$ cat src/rtl/axi4_lite_uart_tx.sv
// AXI4-Lite UART transmitter: 8N1, LSB first, fed from a small TX FIFO with a
// run-time programmable bit period (DIV, clock cycles per bit).
`timescale 1ns/1ps
module axi4_lite_uart_tx #(
  parameter int ADDR_WIDTH = 32,
  parameter int DATA_WIDTH = 32,
  parameter int CLK_DIV    = 868,
  parameter int FIFO_DEPTH = 8
) (
  input  logic                  clk,
  input  logic                  rst,
  input  logic [ADDR_WIDTH-1:0] s_awaddr,
  input  logic                  s_awvalid,
  output logic                  s_awready,
  input  logic [DATA_WIDTH-1:0] s_wdata,
  input  logic [3:0]            s_wstrb,
  input  logic                  s_wvalid,
  output logic                  s_wready,
  output logic [1:0]            s_bresp,
  output logic                  s_bvalid,
  input  logic                  s_bready,
  input  logic [ADDR_WIDTH-1:0] s_araddr,
  input  logic                  s_arvalid,
  output logic                  s_arready,
  output logic [DATA_WIDTH-1:0] s_rdata,
  output logic [1:0]            s_rresp,
  output logic                  s_rvalid,
  input  logic                  s_rready,
  output logic                  uart_tx,
  output logic                  tx_busy
);
  localparam int PW = $clog2(FIFO_DEPTH);
  localparam logic [PW:0] CNT_ONE   = (PW+1)'(1);
  localparam logic [PW:0] CNT_FULL  = (PW+1)'(FIFO_DEPTH);
  localparam logic [PW:0] CNT_ZERO  = (PW+1)'(0);
  localparam logic [1:0] ST_IDLE    = 2'd0;
  localparam logic [1:0] ST_START   = 2'd1;
  localparam logic [1:0] ST_DATA    = 2'd2;
  localparam logic [1:0] ST_STOP    = 2'd3;
  localparam logic [1:0] RESP_OKAY  = 2'b00;
  localparam logic [1:0] RESP_SLVERR = 2'b10;

  logic                  aw_rdy_r, bvalid_r, ar_rdy_r, rvalid_r;
  logic [1:0]            bresp_r, rresp_r;
  logic [DATA_WIDTH-1:0] rdata_r;
  logic [15:0]           div_r, div_lat_r, cnt_r;
  logic [7:0]            fifo_mem_r [FIFO_DEPTH];
  logic [PW-1:0]         wr_ptr_r, rd_ptr_r;
  logic [PW:0]           count_r;
  logic [1:0]            state_r;
  logic [7:0]            shift_r;
  logic [2:0]            bit_idx_r;
  logic                  uart_tx_r, tx_busy_r;

  logic                  wr_hs_s, rd_hs_s, full_s, empty_s, push_s, pop_s;
  logic [1:0]            wsel_s, wr_resp_s, rd_resp_s;
  logic [15:0]           div_new_s, div_clamp_s;
  logic [31:0]           status_s;
  logic [DATA_WIDTH-1:0] rd_data_s;
  logic                  unused_s;

  assign wr_hs_s = aw_rdy_r & s_awvalid & s_wvalid;
  assign rd_hs_s = ar_rdy_r & s_arvalid;
  assign wsel_s  = s_awaddr[3:2];
  assign full_s  = (count_r == CNT_FULL);
  assign empty_s = (count_r == CNT_ZERO);
  // Fullness is taken from the pre-pop count, so a push to a full FIFO loses even if a pop lands this edge.
  assign push_s  = wr_hs_s & (wsel_s == 2'd0) & s_wstrb[0] & ~full_s;
  assign pop_s   = ~empty_s & ((state_r == ST_IDLE) | ((state_r == ST_STOP) & (cnt_r == 16'd0)));
  assign unused_s = ^{s_awaddr[ADDR_WIDTH-1:4], s_awaddr[1:0], s_araddr[ADDR_WIDTH-1:4],
                      s_araddr[1:0], s_wdata[DATA_WIDTH-1:16], s_wstrb[3:2]};

  // Write response code and byte-merged, clamped DIV value
  always_comb begin
    wr_resp_s = RESP_OKAY;
    case (wsel_s)
      2'd0:    wr_resp_s = (s_wstrb[0] & full_s) ? RESP_SLVERR : RESP_OKAY;
      2'd1:    wr_resp_s = RESP_OKAY;
      2'd2:    wr_resp_s = RESP_OKAY;
      default: wr_resp_s = RESP_SLVERR;
    endcase
    div_new_s[7:0]  = s_wstrb[0] ? s_wdata[7:0]  : div_r[7:0];
    div_new_s[15:8] = s_wstrb[1] ? s_wdata[15:8] : div_r[15:8];
    if (div_new_s < 16'd2) begin
      div_clamp_s = 16'd2;
    end else begin
      div_clamp_s = div_new_s;
    end
  end

  // Read data mux including STATUS assembly
  always_comb begin
    status_s           = 32'd0;
    status_s[0]        = full_s;
    status_s[1]        = empty_s;
    status_s[2]        = (state_r != ST_IDLE);
    status_s[4 +: PW+1] = count_r;
    rd_data_s = {DATA_WIDTH{1'b0}};
    rd_resp_s = RESP_OKAY;
    case (s_araddr[3:2])
      2'd0:    rd_data_s = {DATA_WIDTH{1'b0}};
      2'd1:    rd_data_s = DATA_WIDTH'(status_s);
      2'd2:    rd_data_s = DATA_WIDTH'(div_r);
      default: rd_resp_s = RESP_SLVERR;
    endcase
  end

  // AXI write address/data/response channel
  always_ff @(posedge clk) begin
    if (rst) begin
      aw_rdy_r <= 1'b0;
      bvalid_r <= 1'b0;
      bresp_r  <= RESP_OKAY;
    end else begin
      aw_rdy_r <= s_awvalid & s_wvalid & ~bvalid_r & ~aw_rdy_r;
      if (wr_hs_s) begin
        bvalid_r <= 1'b1;
        bresp_r  <= wr_resp_s;
      end else if (bvalid_r & s_bready) begin
        bvalid_r <= 1'b0;
      end
    end
  end

  // AXI read address/data channel
  always_ff @(posedge clk) begin
    if (rst) begin
      ar_rdy_r <= 1'b0;
      rvalid_r <= 1'b0;
      rresp_r  <= RESP_OKAY;
      rdata_r  <= {DATA_WIDTH{1'b0}};
    end else begin
      ar_rdy_r <= s_arvalid & ~rvalid_r & ~ar_rdy_r;
      if (rd_hs_s) begin
        rvalid_r <= 1'b1;
        rdata_r  <= rd_data_s;
        rresp_r  <= rd_resp_s;
      end else if (rvalid_r & s_rready) begin
        rvalid_r <= 1'b0;
      end
    end
  end

  // DIV register
  always_ff @(posedge clk) begin
    if (rst) begin
      div_r <= 16'(CLK_DIV);
    end else if (wr_hs_s && (wsel_s == 2'd2)) begin
      div_r <= div_clamp_s;
    end
  end

  // FIFO storage
  always_ff @(posedge clk) begin
    if (push_s) begin
      fifo_mem_r[wr_ptr_r] <= s_wdata[7:0];
    end
  end

  // FIFO pointers and level
  always_ff @(posedge clk) begin
    if (rst) begin
      wr_ptr_r <= {PW{1'b0}};
      rd_ptr_r <= {PW{1'b0}};
      count_r  <= CNT_ZERO;
    end else begin
      if (push_s) wr_ptr_r <= wr_ptr_r + PW'(1);
      if (pop_s)  rd_ptr_r <= rd_ptr_r + PW'(1);
      case ({push_s, pop_s})
        2'b10:   count_r <= count_r + CNT_ONE;
        2'b01:   count_r <= count_r - CNT_ONE;
        default: count_r <= count_r;
      endcase
    end
  end

  // Transmit FSM; every state/bit lasts div_lat_r cycles
  always_ff @(posedge clk) begin
    if (rst) begin
      state_r   <= ST_IDLE;
      cnt_r     <= 16'd0;
      div_lat_r <= 16'd2;
      shift_r   <= 8'd0;
      bit_idx_r <= 3'd0;
    end else begin
      case (state_r)
        ST_IDLE: begin
          if (pop_s) begin
            shift_r   <= fifo_mem_r[rd_ptr_r];
            div_lat_r <= div_r;
            cnt_r     <= div_r - 16'd1;
            state_r   <= ST_START;
          end
        end
        ST_START: begin
          if (cnt_r == 16'd0) begin
            cnt_r     <= div_lat_r - 16'd1;
            bit_idx_r <= 3'd0;
            state_r   <= ST_DATA;
          end else begin
            cnt_r <= cnt_r - 16'd1;
          end
        end
        ST_DATA: begin
          if (cnt_r == 16'd0) begin
            cnt_r   <= div_lat_r - 16'd1;
            shift_r <= {1'b0, shift_r[7:1]};
            if (bit_idx_r == 3'd7) begin
              state_r <= ST_STOP;
            end else begin
              bit_idx_r <= bit_idx_r + 3'd1;
            end
          end else begin
            cnt_r <= cnt_r - 16'd1;
          end
        end
        ST_STOP: begin
          if (cnt_r == 16'd0) begin
            if (pop_s) begin
              shift_r   <= fifo_mem_r[rd_ptr_r];
              div_lat_r <= div_r;
              cnt_r     <= div_r - 16'd1;
              state_r   <= ST_START;
            end else begin
              state_r <= ST_IDLE;
            end
          end else begin
            cnt_r <= cnt_r - 16'd1;
          end
        end
        default: state_r <= ST_IDLE;
      endcase
    end
  end

  // Registered line driver and busy flag
  always_ff @(posedge clk) begin
    if (rst) begin
      uart_tx_r <= 1'b1;
      tx_busy_r <= 1'b0;
    end else begin
      case (state_r)
        ST_START: uart_tx_r <= 1'b0;
        ST_DATA:  uart_tx_r <= shift_r[0];
        default:  uart_tx_r <= 1'b1;
      endcase
      if (push_s) begin
        tx_busy_r <= 1'b1;
      end else if ((state_r == ST_STOP) && (cnt_r == 16'd0) && empty_s) begin
        tx_busy_r <= 1'b0;
      end
    end
  end

  assign s_awready = aw_rdy_r;
  assign s_wready  = aw_rdy_r;
  assign s_bvalid  = bvalid_r;
  assign s_bresp   = bresp_r;
  assign s_arready = ar_rdy_r;
  assign s_rvalid  = rvalid_r;
  assign s_rdata   = rdata_r;
  assign s_rresp   = rresp_r;
  assign uart_tx   = uart_tx_r;
  assign tx_busy   = tx_busy_r;
endmodule

$ cat config.mk
export PLATFORM = sky130hd
export DESIGN_NAME = axi4_lite_uart_tx
export DESIGN_NICKNAME = d
export VERILOG_FILES = /design/src/rtl/axi4_lite_uart_tx.sv
export SDC_FILE = /design/constraint.sdc
export NUM_CORES = 1
export LEC_CHECK = 0
export ABC_AREA = 1
export BUFFER_PORTS_ARGS = -buffer_cell sky130_fd_sc_hd__buf_2
export CAP_MARGIN = 20
export CORE_MARGIN = 3
export CORE_UTILIZATION = 25
export CTS_BUF_LIST = sky130_fd_sc_hd__clkbuf_16
export DETAILED_ROUTE_END_ITERATION = 12
export SLEW_MARGIN = 20
export SYNTH_ARGS = -nofsm -noshare
export SYNTH_HDL_FRONTEND = slang
export SYNTH_SLANG_ARGS = --single-unit
$ cat constraint.sdc
create_clock -name clk -period 5.4 [get_ports clk]
set_input_delay 0.81 -clock clk [delete_from_list [all_inputs] [get_ports clk]]
set_output_delay 0.81 -clock clk [all_outputs]
set_load 0.005 [all_outputs]
==> impl_metrics.tcl <==
set metrics [dict create \
    vias_per_cell 4.51 \
    antenna_cells 0 \
    grt_pass1_wl_mm 33.5 \
    ant_nets 0 \
    hold_buffers 0 \
    skew_ps 10.4 \
    max_freq_mhz 362 \
    setup_viol 0 \
    final_nets 1231 \
    max-vdd-ir-drop_mv 0.256 \
    period_share_pct 51.2 \
    grt_overflow 0 \
    drc 0 \
    clock_latency_ps 430 \
    rsz0062_at_grt "false" \
    drive_gt1_share_pct 10.8 \
    use_met2_pct 19.7 \
    routabilityCongestion 0.825 \
    worstSetupEndpointType "flip-flop" \
    grt_pass1_vias 6693 \
    die_h_um 188 \
    worstHoldPathType "reg2reg" \
    max-cap-violations 0 \
    drtIter0Drc 482 \
    post_cts_buffers 0 \
    arrival_ps 3090 \
    cts_tree "yes" \
    rr_endpoint "count_r[2]" \
    synth_area_um2 8320 \
    leakagePower_uw 0.00394 \
    cts_made_buffers 17 \
    worstSetupPathDepth 16 \
    ys_ff_latch 162 \
    clk_path_buf_depth 2 \
    synthDistinctLibCells 43 \
    worstReg2RegStart "cnt_r[0]" \
    crit_family "adder cells" \
    drtPass1Iterations 5 \
    io_buffer_count 53 \
    synth_ff_type "dfxtp_1" \
    ys_seq_area_share_pct 46.7 \
    grt_usage_pct 11.6 \
    core_um2 32700 \
    power_uw 4540 \
    relSlewSlack_pct 31.0 \
    max_stage_delay_ps 310 \
    worstSetupStartpointType "flip-flop" \
    maxSlewViolCount 0 \
    cts_sinks 162 \
    design.die.area_um2 35500 \
    grt_max_degree 50 \
    worstMarginPinSlew_ps 1030 \
    hold_ws_ps 451 \
    avgSynthCellArea_um2 7.80 \
    htree_levels 4 \
    crit_buf_inv 4 \
    synth.largest_area_cell "dfxtp_1" \
    use_met3_pct 1.95 \
    min_period_ps 2760 \
    vias 7021 \
    cp-endpoint "count_r[2]" \
    clk_pin_slew_ps 70 \
    ys.warnings.count 0 \
    die_w_um 188 \
    area_growth_pct 14.9 \
    postSynthCellCount 1066 \
    r2r_cells 16 \
    status "complete, no violations" \
    async_reset_ff_share_pct 0 \
    worstSetupStartpoint "cnt_r[0]" \
    clock-root-buffer "clkbuf_16" \
    busiest_layer "met2" \
    r2r_setup_slack_ps 2640 \
    post_cts_resized 0 \
    worstSetupPathType "reg2reg" \
    io_pins 150 \
    worstPathMaxFanout 21 \
    min-delay-start "s_rvalid" \
    cp_slowest_cell "dfxtp_1" \
    path_cells "inv_1 > ha_1 > nand3_4 > nor2_4 > nand3_2 > a21oi_1 > buf_4 > ha_1 > nand2_1 > inv_1 > nor2_1 > ha_1 > a21oi_1 > xnor2_1 > o21ai_0 > inv_1" \
    setup_ws_ps 2640 \
    synth_top_area_share_pct 23.6 \
    routed_wl_mm 20.6 \
    p_per_area_nw_per_um2 475 \
    dp_hpwl_mm 14.5 \
    required_ps 5720 \
    post_drt_wl_per_cell_um 13.2 \
    hold_viol 0 \
    setup_tns_ps 0 \
    row_count 66 \
    antenna_found_initial 0 \
    synth.area.top_cells "dfxtp_1 (24%), edfxtp_1 (23%), nand2_1 (12%)" \
    pre_cts_slack_ps 2130 \
    grt_use_met1_pct 14.8 \
    start_util_pct 25.4 \
    synth_edf_count 64 \
]
-- layout make-up --
| class | instances | area (um2) |
|---|---|---|
| Clock inverter | 13 | 138 |
| Sequential cell | 162 | 3880 |
| Clock buffer | 19 | 475 |
| Fill cell | 3546 | 23100 |
| Timing Repair Buffer | 59 | 308 |
| Multi-Input combinational cell | 769 | 3850 |
| Tap cell | 442 | 553 |
| Inverter | 94 | 353 |
-- synthesized netlist by cell type, types with 20 or more instances --
master,count
a21oi_1,79
buf_4,20
clkbuf_1,27
dfxtp_1,98
edfxtp_1,64
ha_1,21
inv_1,88
nand2_1,266
nand3_1,112
nor2_1,99
o21ai_0,73
xor2_1,24
-- placed cells by master, fill, tap and decap left out, types with 2 or more instances in the layout --
cell type / Yosys / layout
o22ai_1: 6 / 6
nor3_2: 0 / 4
inv_2: 4 / 4
nor3_1: 12 / 8
nand2_4: 3 / 3
nor2_1: 99 / 99
edfxtp_1: 64 / 64
nand2_1: 266 / 266
clkinv_1: 2 / 2
buf_4: 20 / 5
o211ai_1: 6 / 6
clkbuf_16: 0 / 19
xnor2_1: 5 / 5
conb_1: 1 / 18
o21ai_0: 73 / 73
a21oi_1: 79 / 79
buf_2: 5 / 54
ha_1: 21 / 21
nor2_2: 3 / 3
inv_1: 88 / 89
o221ai_1: 2 / 2
xor2_1: 24 / 24
nand3_2: 2 / 2
nand3_1: 112 / 112
nor2_4: 4 / 4
inv_6: 0 / 4
o21ai_1: 2 / 2
a211oi_1: 4 / 4
nand4_1: 11 / 11
dfxtp_1: 98 / 98
inv_8: 0 / 3
nand2_2: 5 / 5
-- layer usage --
metal  share of wire, %  vias to the layer above
met1                 46                     3228
met4                1.6                        0
met2                 48                      197
met3                4.3                       23
met5                  0                        -
li1                   -                     3573
-- sequential cells by signal, summed over array words and instances (netlist names), named ones only --
name / count
bit_idx_r: 3
cnt_r: 16
count_r: 4
div_lat_r: 16
div_r: 16
fifo_mem_r: 64
rd_ptr_r: 3
s_arready: 1
s_awready: 1
s_bresp: 1
s_bvalid: 1
s_rdata: 16
s_rresp: 1
s_rvalid: 1
shift_r: 8
state_r: 2
tx_busy: 1
uart_tx: 1
wr_ptr_r: 3
-- worst reg2reg max path: stages (launching register included) --
cell and delay [ps]:
dfxtp_1 310, inv_1 100, ha_1 240, nand3_4 150, nor2_4 160, nand3_2 110, a21oi_1 150, buf_4 290
ha_1 320, nand2_1 80, inv_1 70, nor2_1 50, ha_1 170, a21oi_1 160, xnor2_1 100, o21ai_0 150
inv_1 50
-- how the worst min path moves through the flow --
| stage | endpoint | slack, ps | cells after the start |
|---|---|---|---|
| final | s_arready | 450 | 1 |
| after global routing | s_arready | 480 | 1 |
| after CTS | s_arready | 450 | 1 |
| after detailed placement | s_arready | 440 | 1 |
| after global placement | s_arready | 430 | 1 |
| after floorplan | uart_tx | 430 | 2 |
-- cell families (layout without fill, tap and decap cells) --
kind of cell | after synthesis | after routing | share of synthesized area, %
compound gates | 175 | 175 | 11.2
xor+xnor | 29 | 29 | 3.05
fa+ha+maj | 21 | 21 | 3.16
buf+inv | 152 | 185 | 8.02
flops | 162 | 162 | 46.7
mux | 1 | 1 | 0.120
other cells | 1 | 18 | 0.0451
simple gates | 525 | 525 | 27.7
-- per-stage QoR --
step                      area, um2  cells  util [%]
after floorplan                8380   1083         -
after global placement         8920   1525      27.3
after detailed placement       8940   1526      27.4
after CTS                      9560   1558      29.2
after global routing           9560   1558      29.2
final                          9560   1558      29.2
-- where the power goes --
| group | internal (uW) | switching [uW] | leakage [uW] |
|---|---|---|---|
| Sequential | 1410 | 120 | 0.00138 |
| Clock | 708 | 551 | 0.000305 |
| Combinational | 562 | 1200 | 0.00226 |
| Total | 2680 | 1870 | 0.00394 |
Note: power is estimated with default switching activity, not from simulation.
